### src/rtl/lut_pkg.sv
// Shared types and default constants for the lookup-table bank.
package lut_pkg;

  typedef enum logic [1:0] {IDLE, FILL, READY} lut_state_e;

  localparam int NUM_CONST = 30;

  // Tap masks first, then immediate constants.
  localparam logic [7:0] DEFAULT_TABLE [NUM_CONST] = '{
    8'h60, 8'h48, 8'h78, 8'h72, 8'h6A, 8'h69, 8'h5C, 8'h7E, 8'h7B,
    8'd61, 8'd62, 8'd63, 8'd64, 8'd128, 8'd130, 8'd32, 8'd49, 8'd140,
    8'd141, 8'd9, 8'd142, 8'd143, 8'd144, 8'd127, 8'd15, 8'd145, 8'd128,
    8'd146, 8'd147, 8'd65
  };

endpackage

### src/rtl/lut_default_rom.sv
// Combinational default-constant ROM feeding the fill sequencer; zero past the table end.
module lut_default_rom
  import lut_pkg::*;
#(
  parameter int W  = 8,
  parameter int AW = 5
) (
  input  logic [AW-1:0] i_idx,
  output logic [W-1:0]  o_data
);

  logic [7:0] w_raw;

  // Compare-and-select avoids indexing the table past its end.
  always_comb begin
    w_raw = '0;
    for (int i = 0; i < NUM_CONST; i++)
      if (int'(i_idx) == i) w_raw = DEFAULT_TABLE[i];
  end

  generate
    if (W >= 8) begin : g_wide
      assign o_data = W'(w_raw);
    end else begin : g_narrow
      assign o_data = w_raw[W-1:0];
    end
  endgenerate

endmodule

### src/rtl/lut_bank.sv
// Multi-port lookup table: self-fills from defaults on init, then serves registered reads
// and runtime single-entry writes.
module lut_bank
  import lut_pkg::*;
#(
  parameter  int W        = 8,
  parameter  int DEPTH    = 32,
  parameter  int RD_PORTS = 2,
  localparam int AW       = $clog2(DEPTH)
) (
  input  logic                             clk,
  input  logic                             rstN,
  input  logic                             init,
  output logic                             busy,
  output logic                             ready,
  output logic                             done,
  input  logic                             wrEn,
  input  logic [AW-1:0]                    wrAddr,
  input  logic [W-1:0]                     wrData,
  input  logic [RD_PORTS-1:0]              rdEn,
  input  logic [RD_PORTS-1:0][AW-1:0]      rdAddr,
  output logic [RD_PORTS-1:0][W-1:0]       rdData,
  output logic [RD_PORTS-1:0]              rdValid,
  output logic                             addrErr
);

  lut_state_e                  r_state, w_next;
  logic [AW-1:0]               r_fillPtr;
  logic [W-1:0]                r_mem [DEPTH];
  logic [RD_PORTS-1:0][W-1:0]  r_rdData;
  logic [RD_PORTS-1:0]         r_rdValid;
  logic                        r_addrErr;

  logic                        w_lastFill;
  logic [W-1:0]                w_romData;
  logic                        w_wrOk;
  logic                        w_userWe;
  logic [RD_PORTS-1:0]         w_rdOk;
  logic [RD_PORTS-1:0]         w_rdHit;
  logic                        w_errHit;

  assign w_lastFill = (r_fillPtr == AW'(DEPTH - 1));

  lut_default_rom #(.W(W), .AW(AW)) u_rom (
    .i_idx  (r_fillPtr),
    .o_data (w_romData)
  );

  // State register and fill pointer
  always_ff @(posedge clk or negedge rstN) begin
    if (!rstN) begin
      r_state   <= IDLE;
      r_fillPtr <= '0;
    end else begin
      r_state <= w_next;
      if (init || r_state != FILL || w_lastFill) r_fillPtr <= '0;
      else                                       r_fillPtr <= r_fillPtr + 1'b1;
    end
  end

  always_comb begin
    w_next = r_state;
    unique case (r_state)
      IDLE:    if (init) w_next = FILL;
      FILL:    if (init) w_next = FILL;
               else if (w_lastFill) w_next = READY;
      READY:   if (init) w_next = FILL;
      default: w_next = IDLE;
    endcase
  end

  // A restart on the final fill cycle wins, so no done pulse then.
  always_comb begin
    busy  = (r_state == FILL);
    ready = (r_state == READY);
    done  = (r_state == FILL) && w_lastFill && !init;
  end

  assign w_wrOk   = (32'(wrAddr) < DEPTH);
  assign w_userWe = ready && wrEn && !init && w_wrOk;

  always_comb begin
    w_rdOk  = '0;
    w_rdHit = '0;
    for (int p = 0; p < RD_PORTS; p++) begin
      w_rdOk[p]  = (32'(rdAddr[p]) < DEPTH);
      w_rdHit[p] = ready && rdEn[p];
    end
  end

  assign w_errHit = (ready && wrEn && !init && !w_wrOk) || |(w_rdHit & ~w_rdOk);

  // Storage has no reset; contents are only trusted after a completed fill.
  always_ff @(posedge clk) begin
    if (r_state == FILL) r_mem[r_fillPtr] <= w_romData;
    else if (w_userWe)   r_mem[wrAddr]    <= wrData;
  end

  always_ff @(posedge clk or negedge rstN) begin
    if (!rstN) begin
      r_rdData  <= '0;
      r_rdValid <= '0;
      r_addrErr <= 1'b0;
    end else begin
      for (int p = 0; p < RD_PORTS; p++) begin
        r_rdValid[p] <= w_rdHit[p];
        if (w_rdHit[p]) r_rdData[p] <= w_rdOk[p] ? r_mem[rdAddr[p]] : '0;
      end
      if (init)          r_addrErr <= 1'b0;
      else if (w_errHit) r_addrErr <= 1'b1;
    end
  end

  assign rdData  = r_rdData;
  assign rdValid = r_rdValid;
  assign addrErr = r_addrErr;

endmodule

### config.mk
export PLATFORM = sky130hd
export DESIGN_NAME = lut_bank
export DESIGN_NICKNAME = d
export VERILOG_FILES = /design/src/rtl/lut_pkg.sv /design/src/rtl/lut_default_rom.sv /design/src/rtl/lut_bank.sv
export SDC_FILE = /design/constraint.sdc
export NUM_CORES = 1
export LEC_CHECK = 0
export BUFFER_PORTS_ARGS = -buffer_cell sky130_fd_sc_hd__buf_2
export CAP_MARGIN = 15
export CELL_PAD_IN_SITES_DETAIL_PLACEMENT = 1
export CELL_PAD_IN_SITES_GLOBAL_PLACEMENT = 1
export CORE_MARGIN = 1
export CORE_UTILIZATION = 50
export DETAILED_ROUTE_END_ITERATION = 8
export GPL_ROUTABILITY_DRIVEN = 0
export GPL_TIMING_DRIVEN = 1
export PLACE_DENSITY_LB_ADDON = 0.1
export SLEW_MARGIN = 10
export SYNTH_ARGS = -nofsm -noshare
export SYNTH_HDL_FRONTEND = slang
export SYNTH_SLANG_ARGS = --single-unit
### constraint.sdc
create_clock -name clk -period 6.5 [get_ports clk]
set_input_delay 0.65 -clock clk [delete_from_list [all_inputs] [get_ports clk]]
set_output_delay 0.65 -clock clk [all_outputs]
set_load 0.02 [all_outputs]
# After elaboration in Yosys (flattened, before gate mapping)
# Memories as Yosys holds them, arrays and structs flattened. A register that Yosys moved wholly into a read port is not among the register bits.
# Index checks and enable logic that the tools add are counted.
[classes] addsub=1 n_eq_ne=35 mux=43 reduce_logical=16
[op_table] cell="2-to-1 mux 8 bit" count=18
[op_table] cell="2-to-1 mux 7 bit" count=13
[op_table] cell="equality test 5 bit (second input constant)" count=17
[op_table] cell="equality test 5 x 4 -> 1 bit (second input constant)" count=8
[op_table] cell="equality test 5 x 3 -> 1 bit (second input constant)" count=4
[op_table] cell="2-to-1 mux 5 bit" count=2
[op_table] cell="OR reduction 8 bit" count=1
[op_table] cell="logical AND 1 bit" count=6
[op_table] cell="2-to-1 mux 1 bit" count=6
[op_table] cell="2-to-1 mux 2 bit" count=3
[op_table] cell="adder 5 x 1 -> 5 bit (second input constant)" count=1
[op_table] cell="equality test 5 x 2 -> 1 bit (second input constant)" count=1
[op_table] cell="logical NOT 5 bit" count=1
[op_table] cell="!= test 2 x 1 -> 1 bit (second input constant)" count=2
[op_table] cell="one-hot mux 2 bit (2 select lines)" count=1
[op_table] cell="logical NOT 1 bit" count=3
[op_table] cell="!= test 3 x 2 -> 1 bit (second input constant)" count=1
[op_table] cell="equality test 2 x 1 -> 1 bit (second input constant)" count=1
[op_table] cell="equality test 2 bit (second input constant)" count=1
[op_table] cell="logical NOT 2 bit" count=1
[op_table] cell="logical OR 1 bit" count=2
[op_table] cell="AND reduction 2 bit" count=1
[op_table] cell="OR reduction 2 bit" count=1
[totals] register_bits=9 ramBits=256 input_bits=29 out_inout_bits=22 elab_cells=99 memories=1
[mem_list] name="r_mem" words=32 word_bits=8 read_ports=2 rd_ports_with_merged_regs=2 wr=1 line="lut_bank.sv:29" rtl="logic [W-1:0] r_mem [DEPTH];"

# Logic depth before layout (Yosys ltp)
# Gate-level depths: netlist of run 1.
[logic_depth] word_depth=32 depth_mapped=10 ltp_nobuf=10

# By module
# A second synthesis of run 1 with hierarchy kept.
[unflattened] cells_unflattened=989 hier_area_um2=14196.1
[by_module_without_submodules] mod="lut_bank" n_inst=1 cells_per_inst=927 area_per_inst_um2=13748.2 seq_area_each_um2=8313.0
[by_module_without_submodules] mod="lut_default_rom" n_inst=1 cells_per_inst=62 area_per_inst_um2=447.9 seq_area_each_um2=0.0

# Worst setup path before layout of run 1
# Ideal clock, no wire load.
[synth_timing] kind="reg-to-reg" from="reg r_fillPtr[0]" to="mem r_mem[0][3] (data pin)" setup_time_ns=0.615 arrival_ns=3.678 required_time_ns=5.885 setup_slack_ns=2.207 path_stages_with_launch=8 n_path_buf=0 period_less_slack_ns=4.293 path_cell_list="dfrtp_1 > ha_1 > inv_1 > nor2_1 > ha_1 > nor2_1 > a41oi_1 > o311ai_0"
[synth_via] elab_chain_len=31 elab_cells_between_ends=59 cone_classes="eq/ne: 29; mux: 30"
[synth_lines] item="start: declaration" line="lut_bank.sv:28" rtl="logic [AW-1:0] r_fillPtr;"
[synth_lines] item="start signal: assignment" line="lut_bank.sv:57" rtl="else r_fillPtr <= r_fillPtr + 1'b1;"
[synth_lines] item="equality test 5 x 2 -> 1 bit" line="lut_default_rom.sv:18" rtl="if (int'(i_idx) == i) w_raw = DEFAULT_TABLE[i];"
[synth_lines] item="2-to-1 mux 7 bit (12 in series)" line="lut_default_rom.sv:18"
[synth_lines] item="2-to-1 mux 8 bit (16 in series)" line="lut_default_rom.sv:18"
[synth_lines] item="2-to-1 mux 8 bit *" line="lut_default_rom.sv:18"
[synth_lines] item="2-to-1 mux 8 bit (no line) *"
[synth_lines] item="end: declaration" line="lut_bank.sv:29"
# Mark *: on every way between the ends. The rest lies on a longest branch, timed or not.

# Worst setup path in the final report of run 1
[layout_timing] from="reg r_fillPtr[0]" to="mem r_mem[23][3] (data pin)"
# The elaborated chain is that of the path after synthesis.

==> summary.md, run 1 <==
| Metric | Value |
|---|---|
| Outcome | complete, no violations |
| Adder-cell share of the synthesized area | 0.00528 |
| Synth Area in Simple Gates | 0.0501 |
| Post-Synth XOR/XNOR Area | 0.000616 |
| Setup Viol. Count Final | 0 |
| Final period demand of the worst path | 3.64 ns |
| Cell Area, Synth | 0.0142 mm^2 |
| Max VDD drop | 0.208 mV |
| Largest buffer count on any clock path | 3 |
| Kind of critical path | flip-flop to flip-flop |
| Period utilization | 0.560 |
| Skew final | 0.0214 ns |
| CP max FO | 20 |
| Placed instance area | 0.0146 mm^2 |
| Max-slew headroom | 0.101 |
| Post-layout instance area | 0.0156 mm^2 |
| Post-synth top flop | edfxtp_1 |
| Post-route setup slack | 2.86 ns |
| Unrepaired setup endpoints after global routing | false |
| TritonRoute pass-1 iters | 5 |
| Ys async rst share | 0.0890 |
| 1st-iter DRT viols | 968 |
| Nets | 1106 |
| Synth warnings | 0 |
| Die Y | 171 um |
| Clk pin slew, worst setup/hold paths | 0.07 ns |
| Fmax | 0.275 GHz |
| Syn-to-layout area delta | 9.99% |
| First-pass GRT wire length | 63700 um |
| Final Core Density | 0.562 |
| Antenna-violating nets left | 0 |
| # diodes | 0 |
| Critical path required time | 6.85 ns |
| CP bufs+invs | 2 |
| Vias in the first global route | 9997 |
| Max H-tree Level | 1 |
| Synth Area in Compound Gates | 0.141 |
| Avg Cell Area, Syn | 13.6 um^2 |
| Fraction of layout cells with a size suffix above 1 | 0.132 |
| Worst-Skew Late Latency | 0.57 ns |
| Largest family of logic cells by synthesized area | multiplexers |
| Final WL | 44100 um |
| CTS Hold Bufs | 0 |
| Number of post-CTS setup repair buffers | 0 |
| Root Buffer | clkbuf_16 |
| Worst path max stage delay | 1.04 ns |
| Top delay family on crit path | compound AO/OA/AOI/OAI gates |
| Post-CTS sizing | 0 |
| CTS tree | yes |
| Max_cap viols | 0 |
| Post-synthesis sequential area ratio | 0.584 |
| Pwr Density | 269 mW/mm^2 |
| Worst-Margin Slew | 1.35 ns |
| Hold Crit Class | primary input to async pin |
| DIE WIDTH | 171 um |
| Post-Place Setup Slack | 2.91 ns |
| Mux cell area share after synthesis | 0.180 |
| Pin count of the biggest net entering global routing | 70 |
| Die ar. | 0.0291 mm^2 |
| Worst EP arrival | 3.99 ns |
| Setup TNS | 0 ns |
| Initial Util | 0.511 |
| Highest Signal Layer | met4 |
| Vias/cell | 6.61 |
| I/O pin cnt | 51 |
| Count of different cell masters after synthesis | 51 |
| Routed vias | 9741 |
| I/O Buffers | 49 |
| Leakage power | 6.16 nW |
| CP Launch Type | flip-flop |
| Cells along the critical path | ha_1 -> inv_1 -> nor2_1 -> ha_1 -> nor2_1 -> a41oi_1 -> o311ai_2 -> buf_4 |
| Grt ovf | 0 |
| Routed length per placed instance | 29.9 um |
| Yosys reg bits | 281 |
| Worst setup EP type | flip-flop |
| Met1 wire length | 18500 um |
| Initial antenna violation count | 0 |
| Metal2 WL | 21600 um |
| Final Slew Violations | 0 |
| Post-DP HPWL | 27800 um |
| Clk sinks | 281 |
| Final hold slack | 0.160 ns |
| EDFF count, synth | 256 |
| Total GRT Usage | 0.303 |
| Met3 WL | 3220 um |
| Slowest CP cell | o311ai_2 |
| Fill cell count | 2708 |
| Syn Inst Count | 1047 |
| Post-route DRC | 0 |
| Total CTS buffers | 30 |
| Hold Fails Final Rpt | 0 |
| Total nets after synthesis | 1082 |
| Core area | 0.0279 mm^2 |
| Std cell rows | 61 |
-- through the flow --
step | total power [mW] | instances
floorplan | 2.36 | 1047
global placement | 2.51 | 1415
detailed placement | 2.51 | 1415
CTS | 4.21 | 1471
global route | 4.30 | 1473
finish | 4.21 | 1473
-- metal layers --
| layer | GRT usage | vias to the layer above |
|---|---|---|
| li1 | - | 4200 |
| met1 | 0.413 | 5055 |
| met2 | 0.508 | 432 |
| met3 | 0.0446 | 54 |
| met4 | 0.0807 | 0 |
| met5 | 0 | - |
-- power breakdown --
part	switching (mW)	total, mW	internal (mW)
Sequential	0.0178	2.05	2.03
Clock	0.703	1.72	1.02
Combinational	0.301	0.438	0.137
-- final timing paths --
path,startpoint,endpoint,slack [ns],cells past startpoint
setup / recovery,r_fillPtr[0]$_DFF_PN0_,r_mem[23][3]$_DFFE_PP_,2.86,8
hold / removal,rstN,rdValid[1]$_DFF_PN0_,0.16,1
setup reg to reg,r_fillPtr[0]$_DFF_PN0_,r_mem[23][3]$_DFFE_PP_,2.86,8
hold reg to reg,r_state[1]$_DFFE_PN0P_,r_state[0]$_DFFE_PN0P_,0.46,1
max in group asynchronous,rstN,rdData[1]$_DFFE_PN0P_,5.85,1
min in group clk,init,r_state[0]$_DFFE_PN0P_,0.37,3
-- synthesized netlist by cell type, drive strengths merged (2+ instances only) --
library cell  instances  area [um^2]
a21o                  3         22.5
a21oi                51          255
a221oi               33          327
a22o                 34          298
a22oi                64          480
a31oi                 4         31.3
a32oi                 2         17.5
a41oi                 2         17.5
and2                  4         25.0
and3                  4         25.0
buf                  48          393
clkbuf               26          105
dfrtp                25          626
edfxtp              256         7690
ha                    6         75.1
inv                  13         48.8
mux2i               256         2560
nand2                50          188
nand2b               10         62.6
nand3                 8         40.0
nand3b                2         15.0
nor2                 56          210
nor2b                 8         50.1
nor3                  2         10.0
nor4                  2         12.5
o211ai                2         15.0
o21ai                24          120
o22ai                17          106
o31ai                 2         15.0
o41ai                16          260
or2                   4         25.0
or3                   4         25.0
-- sequential cells by signal (all words and copies together) (netlist names) --
name and flops:
r_mem 256, r_fillPtr 5, rdData 16, rdValid 2, r_state 2
-- final cells by class --
class / instances / area [um^2] / share of cell area
Sequential cell: 281 / 8310 / 0.531
Multi-Input combinational cell: 679 / 5400 / 0.345
Clock buffer: 48 / 900 / 0.0575
Tap cell: 378 / 473 / 0.0302
Timing Repair Buffer: 66 / 422 / 0.0270
Clock inverter: 8 / 85.1 / 0.00544
Inverter: 13 / 48.8 / 0.00312
-- cells by family (layout without fill, tap and decap cells) --
logic type,after synthesis,after routing
XOR/XNOR,1,1
AND/OR/NAND/NOR,157,157
AO/OA/AOI/OAI,258,258
other,1,1
buffers and inverters,87,135
adder cells (fa/ha/maj),6,6
flip-flops,281,281
multiplexers,256,256
-- layout by cell type (no fill, tap or decap), drive strengths merged, types with 6 or more instances in the layout --
master    n
a21oi    51
a221oi   33
a22o     34
a22oi    64
buf      66
clkbuf   48
clkinv    6
dfrtp    25
edfxtp  256
ha        6
inv      13
mux2i   256
nand2    50
nand2b   10
nand3     8
nor2     56
nor2b     8
o21ai    24
o22ai    17
o41ai    16
-- worst reg2reg max path, delay by kind of cell, from the launching register on --
| kind | cells | cell delay [ns] |
|---|---|---|
| simple gates | 2 | 0.42 |
| compound gates | 2 | 1.25 |
| buf+inv | 2 | 0.65 |
| flops | 1 | 0.47 |
| fa+ha+maj | 2 | 0.62 |
Power figures use the tool's default switching activity.
==> run 2: changes to the inputs <==
--- a/config.mk
+++ b/config.mk
@@ -10,7 +10,7 @@
 export CELL_PAD_IN_SITES_DETAIL_PLACEMENT = 1
 export CELL_PAD_IN_SITES_GLOBAL_PLACEMENT = 1
 export CORE_MARGIN = 1
-export CORE_UTILIZATION = 50
+export CORE_UTILIZATION = 47
 export DETAILED_ROUTE_END_ITERATION = 8
 export GPL_ROUTABILITY_DRIVEN = 0
 export GPL_TIMING_DRIVEN = 1
==> constraint.sdc (replaced) <==
create_clock -name clk -period 3 [get_ports clk]
set_input_delay 0.3 -clock clk [delete_from_list [all_inputs] [get_ports clk]]
set_output_delay 0.3 -clock clk [all_outputs]
set_load 0.02 [all_outputs]
==> summary.md, run 2 (same netlist as run 1, synthesis figures left out) <==
| Metric | Value |
|---|---|
| DIE WIDTH | 176 um (+3.1%) |
| Max-slew headroom | 0.161 (+0.0600) |
| Fmax | 0.365 GHz (+33%) |
| Unrepaired setup endpoints after global routing | false |
| Root Buffer | clkbuf_16 |
| Fill cell count | 2926 (+8.1%) |
| Worst-Skew Late Latency | 0.57 ns (about the same) |
| Final WL | 44100 um (about the same) |
| Kind of critical path | flip-flop to flip-flop |
| Worst-Margin Slew | 1.26 ns (-0.0901 ns) |
| Std cell rows | 63 (+3.3%) |
| Initial antenna violation count | 0 (unchanged) |
| TritonRoute pass-1 iters | 5 (unchanged) |
| I/O pin cnt | 51 (unchanged) |
| Antenna-violating nets left | 0 (unchanged) |
| Worst Setup EP | r_mem[28][7]$_DFFE_PP_ |
| Biggest register | r_mem |
| Post-DP HPWL | 29300 um (+5.4%) |
| Worst r2r src | r_fillPtr[1]$_DFF_PN0_ |
| Routed vias | 9891 (+1.5%) |
| Clk pin slew, worst setup/hold paths | 0.06 ns (about the same) |
| Max H-tree Level | 1 (unchanged) |
| Final Core Density | 0.550 (-0.0112) |
| Fraction of layout cells with a size suffix above 1 | 0.191 (+0.0598) |
| I/O Buffers | 49 (unchanged) |
| Post-route setup slack | 0.258 ns (-2.60 ns) |
| Leakage power | 6.58 nW (+6.9%) |
| Hold Crit Class | primary input to flip-flop |
| 1st-iter DRT viols | 829 (-14%) |
| Max reg flops | 256 (unchanged) |
| Routed length per placed instance | 28.3 um (-5.6%) |
| Total GRT Usage | 0.288 (-0.0152) |
| Max VDD drop | 0.439 mV (+110%) |
| Worst EP arrival | 3.07 ns (-0.92 ns) |
| Skew final | 0.0107 ns (-0.0107 ns) |
| Reg2Reg Setup Slack | 0.26 ns (-2.60 ns) |
| Clk sinks | 281 (unchanged) |
| Grt ovf | 0 (unchanged) |
| Syn-to-layout area delta | 15.0% |
| Pwr Density | 566 mW/mm^2 (+110%) |
| CP max FO | 32 (+60%) |
| Initial Util | 0.479 (-0.0319) |
| Setup Viol. Count Final | 0 (unchanged) |
| Worst setup EP type | flip-flop |
| CTS tree | yes |
| CP Launch Type | flip-flop |
| Hold Fails Final Rpt | 0 (unchanged) |
| CP startpoint | r_fillPtr[1]$_DFF_PN0_ |
| Outcome | complete, no violations |
| Critical path required time | 3.33 ns (-3.52 ns) |
| Die ar. | 0.0310 mm^2 (+6.3%) |
| Worst R2R Path Depth | 12 (+4) |
| Vias/cell | 6.34 (-4.2%) |
| Commonest cells after routing, fill and taps aside | mux2i_1 (256), edfxtp_1 (256), buf_4 (81), a22oi_1 (64), nor2_1 (53) |
| Nets | 1181 (+6.8%) |
| # diodes | 0 (unchanged) |
| Final std cells w/o fill | 1561 (+6.0%) |
| Setup TNS | 0 ns (unchanged) |
| Pin count of the biggest net entering global routing | 40 (-43%) |
| Vias in the first global route | 10200 (+2.1%) |
| Final period demand of the worst path | 2.74 ns (-0.897 ns) |
| Post-route DRC | 0 (unchanged) |
| DP Cell Count | 1502 (+6.1%) |
| Post-Place Setup Slack | 0.0354 ns (-2.88 ns) |
| Die Y | 176 um (+3.1%) |
| Period utilization | 0.914 (+0.354) |
| Core area | 0.0297 mm^2 (+6.7%) |
| Max_cap viols | 0 (unchanged) |
| Worst R2R End | r_mem[28][7]$_DFFE_PP_ |
| First-pass GRT wire length | 65400 um (+2.6%) |
| Final Slew Violations | 0 (unchanged) |
| Largest buffer count on any clock path | 3 (unchanged) |
| Overall power | 9.26 mW (+120%) |
| Total CTS buffers | 31 (+3.3%) |
## run 2: cell count changes in the layout (fill, tap and decap cells not counted), moves of 2 or more
| cell | previous run | this run |
|---|---|---|
| clkinv_1 | 4 | 0 |
| buf_4 | 13 | 81 |
| buf_12 | 2 | 9 |
| clkinv_2 | 2 | 4 |
| clkbuf_8 | 6 | 8 |
## run 2: where the power goes
group	switching, mW	internal [mW]
combinational	0.660	0.351
sequential	0.0361	4.39
clock	1.54	2.27
total	2.24	7.02
## run 2: worst min path at each step
stage | from | end | slack [ns] | cells after the start
after floorplan | rstN | r_fillPtr[0]$_DFF_PN0_ | 0.004 | 0
after global placement | rstN | rdValid[1]$_DFF_PN0_ | 0.37 | 1
after detailed placement | rstN | rdValid[1]$_DFF_PN0_ | 0.38 | 1
after CTS | init | r_state[0]$_DFFE_PN0P_ | 0.05 | 3
after global routing | init | r_state[0]$_DFFE_PN0P_ | 0.09 | 3
final | init | r_state[0]$_DFFE_PN0P_ | 0.06 | 3
## run 2: what timing repair did
action,4_1_cts,5_1_grt
setup buffers,0,0
hold buffers,1,0
hold endpoints to repair,25,0
resized for setup,0,1
endpoints found under the setup margin,0,8
## run 2: per-layer routing
metal  share of wire  vias to the layer above  GRT usage
li1                -                     4353          -
met1            0.45                     5144      0.415
met2            0.47                      329      0.466
met3           0.058                       65     0.0329
met4           0.022                        0     0.0714
met5               0                        -          0
## run 2: through the flow
| step | instance area, um^2 | hold WS (ns) |
|---|---|---|
| floorplan | 14200 | 0.00441 |
| global placement | 15300 | 0.372 |
| detailed placement | 15300 | 0.379 |
| CTS | 16300 | 0.0514 |
| global route | 16400 | 0.0870 |
| finish | 16400 | 0.0592 |
## run 2: cell type report
cell class	count	area, um^2	share of cell area
multi-input cells	679	5420	0.332
flip-flops and latches	281	8310	0.508
repair buffers	140	1060	0.0646
well taps	390	488	0.0298
clock buffers	49	923	0.0565
inverters	13	48.8	0.00298
clock inverters	9	105	0.00643
## run 2: critical path, stage by stage, from the launching register on
cell     delay (ns)
dfrtp_1        0.45
ha_1           0.24
inv_1          0.16
nor2_1         0.09
ha_1           0.20
nor2_1         0.16
buf_4          0.18
a21oi_1        0.07
o22ai_1        0.14
a21oi_1        0.08
o21ai_0        0.21
a22o_1         0.16
buf_4          0.34
